## src/rtl/axi_rd_pkg.sv

```systemverilog
// Shared types and constants for the AXI4 line-read initiator.
package axi_rd_pkg;

    typedef enum logic [1:0] {IDLE, AR_SEND, R_WAIT, RESP} state_t;

    localparam logic [1:0] OKAY   = 2'b00;
    localparam logic [1:0] EXOKAY = 2'b01;
    localparam logic [1:0] SLVERR = 2'b10;
    localparam logic [1:0] DECERR = 2'b11;

    localparam int LINE_OFS = 4;

endpackage

```

## src/rtl/axi_rd_discard_ctr.sv

```systemverilog
// Saturating up/down count of R beats still owed by abandoned or timed-out reads.
module axi_rd_discard_ctr #(
    parameter int DISC_W = 3
) (
    input  logic clk,
    input  logic rst,
    input  logic inc,
    input  logic dec,
    output logic is_zero,
    output logic is_max
);

    logic [DISC_W-1:0] count;

    assign is_zero = (count == '0);
    assign is_max  = (count == '1);

    always_ff @(posedge clk) begin
        if (rst)
            count <= '0;
        else if (inc && !dec && !is_max)
            count <= count + 1'b1;
        else if (dec && !inc && !is_zero)
            count <= count - 1'b1;
    end

endmodule

```

## src/rtl/axi_read_initiator.sv

```systemverilog
// One-outstanding AXI4 line fetch: REQ -> AR -> single R beat -> RSP, with
// timeout and a stale-beat drain so late beats never reach a newer request.
module axi_read_initiator
    import axi_rd_pkg::*;
#(
    parameter int ADDR_W  = 32,
    parameter int DATA_W  = 128,
    parameter int TIMEOUT = 256,
    parameter int DISC_W  = 3
) (
    input  logic              CLK,
    input  logic              RST,
    input  logic              REQ_VALID,
    output logic              REQ_READY,
    input  logic [ADDR_W-1:0] REQ_ADDR,
    input  logic              FLUSH,
    output logic [ADDR_W-1:0] ARADDR,
    output logic              ARVALID,
    input  logic              ARREADY,
    input  logic [DATA_W-1:0] RDATA,
    input  logic [1:0]        RRESP,
    input  logic              RVALID,
    output logic              RREADY,
    output logic              RSP_VALID,
    input  logic              RSP_READY,
    output logic [DATA_W-1:0] RSP_DATA,
    output logic              RSP_ERR
);

    localparam int OFS   = $clog2(DATA_W / 8);
    localparam int TMR_W = (TIMEOUT > 0) ? $clog2(TIMEOUT + 1) : 1;
    localparam logic [TMR_W-1:0] TMR_LAST = TMR_W'((TIMEOUT > 0) ? TIMEOUT - 1 : 0);

    state_t            state;
    logic [TMR_W-1:0]  timer;
    logic              abort;
    logic              disc_zero, disc_max, disc_inc, disc_dec;
    logic              beat, own_beat, tmo_hit, ar_hs;
    logic              unused_bits;

    // EXOKAY is plain success here; sub-line offset is dropped from ARADDR.
    assign unused_bits = ^{RRESP[0], REQ_ADDR[OFS-1:0]};

    assign REQ_READY = (state == IDLE) & ~FLUSH & ~disc_max & ~RST;
    assign RREADY    = ((state == R_WAIT) | ~disc_zero) & ~RST;
    assign beat      = RVALID & RREADY;
    assign own_beat  = beat & disc_zero & (state == R_WAIT);
    assign ar_hs     = ARVALID & ARREADY;
    assign tmo_hit   = (TIMEOUT != 0) && (state == R_WAIT) && (timer == TMR_LAST) && !own_beat;
    assign disc_dec  = beat & ~disc_zero;

    // Each abandoned read still owes exactly one beat to the drain counter.
    always_comb begin
        disc_inc = 1'b0;
        case (state)
            AR_SEND: disc_inc = ar_hs & (abort | FLUSH);
            R_WAIT:  disc_inc = (FLUSH | tmo_hit) & ~own_beat;
            default: disc_inc = 1'b0;
        endcase
    end

    axi_rd_discard_ctr #(.DISC_W(DISC_W)) u_disc (
        .clk     (CLK),
        .rst     (RST),
        .inc     (disc_inc),
        .dec     (disc_dec),
        .is_zero (disc_zero),
        .is_max  (disc_max)
    );

    always_ff @(posedge CLK) begin
        if (RST) begin
            state     <= IDLE;
            ARVALID   <= 1'b0;
            ARADDR    <= '0;
            RSP_VALID <= 1'b0;
            RSP_DATA  <= '0;
            RSP_ERR   <= 1'b0;
            timer     <= '0;
            abort     <= 1'b0;
        end else begin
            case (state)
                IDLE: begin
                    if (REQ_VALID && REQ_READY) begin
                        ARADDR  <= {REQ_ADDR[ADDR_W-1:OFS], {OFS{1'b0}}};
                        ARVALID <= 1'b1;
                        state   <= AR_SEND;
                    end
                end
                AR_SEND: begin
                    // AR cannot be withdrawn, so a flush only marks the read as abandoned.
                    if (ARREADY) begin
                        ARVALID <= 1'b0;
                        timer   <= '0;
                        abort   <= 1'b0;
                        state   <= (abort || FLUSH) ? IDLE : R_WAIT;
                    end else if (FLUSH) begin
                        abort <= 1'b1;
                    end
                end
                R_WAIT: begin
                    timer <= timer + 1'b1;
                    if (FLUSH) begin
                        state <= IDLE;
                    end else if (own_beat) begin
                        RSP_DATA  <= RDATA;
                        RSP_ERR   <= RRESP[1];
                        RSP_VALID <= 1'b1;
                        state     <= RESP;
                    end else if (tmo_hit) begin
                        RSP_DATA  <= '0;
                        RSP_ERR   <= 1'b1;
                        RSP_VALID <= 1'b1;
                        state     <= RESP;
                    end
                end
                RESP: begin
                    if (RSP_READY || FLUSH) begin
                        RSP_VALID <= 1'b0;
                        state     <= IDLE;
                    end
                end
                default: state <= IDLE;
            endcase
        end
    end

endmodule

```

## config.mk

```make
export PLATFORM = sky130hd
export DESIGN_NAME = axi_read_initiator
export DESIGN_NICKNAME = d
export VERILOG_FILES = /design/src/rtl/axi_rd_pkg.sv /design/src/rtl/axi_rd_discard_ctr.sv /design/src/rtl/axi_read_initiator.sv
export SDC_FILE = /design/constraint.sdc
export NUM_CORES = 1
export LEC_CHECK = 0
export ABC_AREA = 1
export CAP_MARGIN = 20
export CORE_UTILIZATION = 43
export CTS_CLUSTER_DIAMETER = 40
export DETAILED_ROUTE_END_ITERATION = 7
export GPL_TIMING_DRIVEN = 0
export PLACE_DENSITY_LB_ADDON = 0.1
export SETUP_SLACK_MARGIN = 0.02
export SYNTH_ARGS = -nofsm -noshare
export SYNTH_HDL_FRONTEND = slang
export SYNTH_SLANG_ARGS = --single-unit
```

## constraint.sdc

```tcl
create_clock -name CLK -period 4.72 [get_ports CLK]
set_input_delay 0.472 -clock CLK [delete_from_list [all_inputs] [get_ports CLK]]
set_output_delay 0.472 -clock CLK [all_outputs]
set_load 0.02 [all_outputs]
```

==> out/results.txt <==
GRT overflow: 0
clk_skew: 0.00848 ns
CTS sink cnt: 174
commonest non-fill, non-tap cell in the layout: clkdlybuf4s50_1
Final HPWL DP: 16.0 mm
Clock Latency Late Sink: 0.42 ns
Max-cap violations: 0
f_max: 357 MHz
Worst Setup EP: RREADY
H-tree depth: 4
Resize count post-CTS: 0
All-Layer GR Usage: 24.8%
CTS tree: yes
post-synthesis register bit count: 174
vias in the first global route: 6516
average vias per placed instance: 4.67
Worst slew margin: 47.9%
setup repair bufs after CTS: 0
Post-synth EDFFs: 0
Min-Delay Path Class: reg2reg
initial antenna violation count: 1
P_leak: 3.88 nW
GP Congestion: 0.810
final wirelength: 21.2 mm
FF-to-FF path depth: 15
Antenna Nets Post-Route: 0
Logic pwr share: 17.1%
internal power: 2.74 mW
Wirelength per Cell: 15.0 um
Net Sw Frac: 26.5%
boundary pin count: 334
YS warnings: 0
TNS Setup: 0 ns
Crit path max-delay family: buffers and inverters
syn_area_per_cell: 8.64 um^2
Final setup viols: 0
area of the die: 0.0174 mm^2
initial core utilization: 43.8%
RSZ-0062 raised after global routing: false
Worst Hold Depth: 2
power per cell area: 326 mW/mm^2
CTS root buf: clkbuf_16
status: finished, final reports clean
CP Launch Point: RST
asr flop ratio synth: 0%
Worst path slowest cell: clkdlybuf4s50_1
r2r setup slk: 2.23 ns
Sequential Power Share: 41.6%
Setup CP Type: in2out
cts bufs inserted: 17
most frequent cells in the layout: clkdlybuf4s50_1, nand2_1, dfxtp_1, nand2_2, a21oi_2
nets@finish: 1360
mapped cell area: 0.00724 mm^2
CP max stage delay: 0.56 ns
share of layout cells above drive strength 1: 23.8%
crit path buf inv count: 4
total number of vias: 6623
FP Rows: 47
CP most frequent cell: clkdlybuf4s50_1
crit-path max FO: 10
DRC: 0
PortBufs: 324
register area share after synthesis: 48.1%
largest net degree at the start of global routing: 17
core area: 0.0165 mm^2
Die Height: 132 um
RR Startpoint: timer[0]
Final Hold Viols: 0
worst hold slack: 0.447 ns
CP Depth: 5
Netlist cell types: 36
fin area: 0.0114 mm^2
Die Wd: 132 um
CP endpoint kind: output port
area growth from synthesis to layout: 57.7%
peak supply drop: 255 uV
final worst-path cycle share: 59.4%
Critical Path Start Type: input pin
crit path cell chain: clkdlybuf4s50_1 > buf_2 > buf_1 > o21ai_0 > clkdlybuf4s50_1
Worst Path Required: 4.25 ns
min Tclk post-route: 2.80 ns
net switching power: 0.986 mW
R2R Path End: u_disc.count[2]
fin util: 69.1%
Clk network pwr share: 41.3%
DRT Pass-1 Iters: 4
Max Slew Vio Count: 0
clock tree buffer depth: 2
number of DRC markers in iteration 0: 266
first-pass GRT wire length: 33.9 mm
Main synth FF type: dfxtp_1
Placed Area: 0.0108 mm^2
hold buffers post-CTS: 0
Slew @ Worst Pin: 0.782 ns
CTS clock-pin slew for the worst setup and hold paths: 0.06 ns
Post-Syn Instances: 838
Worst EP arrival: 2.33 ns
==> how the worst min path moves through the flow <==
stage,start,to,slack (ns)
2_1_floorplan,timer[4],timer[4],0.42
3_3_place_gp,timer[4],timer[4],0.43
3_5_place_dp,timer[4],timer[4],0.44
4_1_cts,timer[4],timer[4],0.45
5_1_grt,RSP_DATA[3],RSP_DATA[3],0.48
6_report,timer[4],timer[4],0.45
==> metrics by stage <==
stage / instances / power (mW) / worst slack [ns]
global route: 1418 / 3.89 / 1.74
floorplan: 841 / 1.93 / 2.51
detailed placement: 1385 / 2.22 / 1.87
global placement: 1385 / 2.21 / 1.89
finish: 1418 / 3.73 / 1.92
CTS: 1417 / 3.76 / 1.87
==> cells by family after synthesis <==
family / after synthesis / synth area share, %
compound gates: 177 / 17.6
xor+xnor: 2 / 0.242
fa+ha+maj: 7 / 1.31
buf+inv: 81 / 7.50
flops: 174 / 48.1
other cells: 1 / 0.0518
simple gates: 396 / 25.2
==> power by group through the flow <==
stage                     clock, mW  combinational, mW  sequential [mW]
after global routing           1.63              0.706             1.56
final                          1.54              0.637             1.55
after CTS                      1.56              0.640             1.55
after global placement            0              0.632             1.58
after floorplan                   0              0.319             1.61
after detailed placement          0              0.637             1.58
==> worst reg2reg max path, cell delays in order (launching register included) <==
cell	delay (ns)
dfxtp_1	0.38
ha_1	0.19
nand2_1	0.08
nor3_1	0.17
and3_1	0.19
ha_1	0.13
nand2_1	0.07
o21ai_1	0.10
nand2_1	0.07
nand2_1	0.10
nand3_1	0.12
fa_1	0.40
inv_1	0.06
nand3_1	0.09
a21oi_1	0.15
nor2_1	0.06
==> area by class of cell <==
| class | instances | area (um^2) |
|---|---|---|
| multi-input combinational | 586 | 3230 |
| tap | 220 | 275 |
| fill | 1357 | 5100 |
| clock inverter | 11 | 179 |
| buffer | 55 | 445 |
| antenna | 1 | 2.50 |
| inverter | 26 | 97.6 |
| sequential | 174 | 3480 |
| timing repair buffer | 324 | 3240 |
| clock buffer | 21 | 470 |
==> registers in the layout, indices dropped and copies added (netlist names) <==
signal,cells
RSP_VALID,1
state,2
abort,1
ARADDR,28
RSP_ERR,1
timer,9
ARVALID,1
RSP_DATA,128
u_disc.count,3
==> cell usage after synthesis (2+ instances only) <==
| library cell | number | share of area [%] |
|---|---|---|
| nor2_1 | 23 | 1.2 |
| o21ai_0 | 6 | 0.41 |
| o21ai_1 | 2 | 0.14 |
| clkbuf_1 | 15 | 0.78 |
| nor3_2 | 2 | 0.28 |
| buf_2 | 18 | 1.2 |
| buf_1 | 3 | 0.16 |
| inv_2 | 6 | 0.31 |
| a21oi_1 | 65 | 4.5 |
| buf_12 | 11 | 3.0 |
| nand4_1 | 2 | 0.17 |
| nand2_1 | 242 | 13 |
| buf_4 | 6 | 0.62 |
| a21oi_2 | 100 | 12 |
| dfxtp_1 | 174 | 48 |
| nor3_1 | 8 | 0.55 |
| buf_6 | 2 | 0.31 |
| nand3_1 | 8 | 0.55 |
| ha_1 | 6 | 1.0 |
| inv_1 | 20 | 1.0 |
| nand2_2 | 103 | 8.9 |
| and3_1 | 2 | 0.17 |
==> metal layers <==
metal / wire length (um) / GRT usage, %
met1: 8710 / 28.9
met2: 10400 / 42.9
met3: 1610 / 7.11
met4: 494 / 9.50
met5: 0 / 0
No activity file was read; power rests on OpenSTA's default activity.
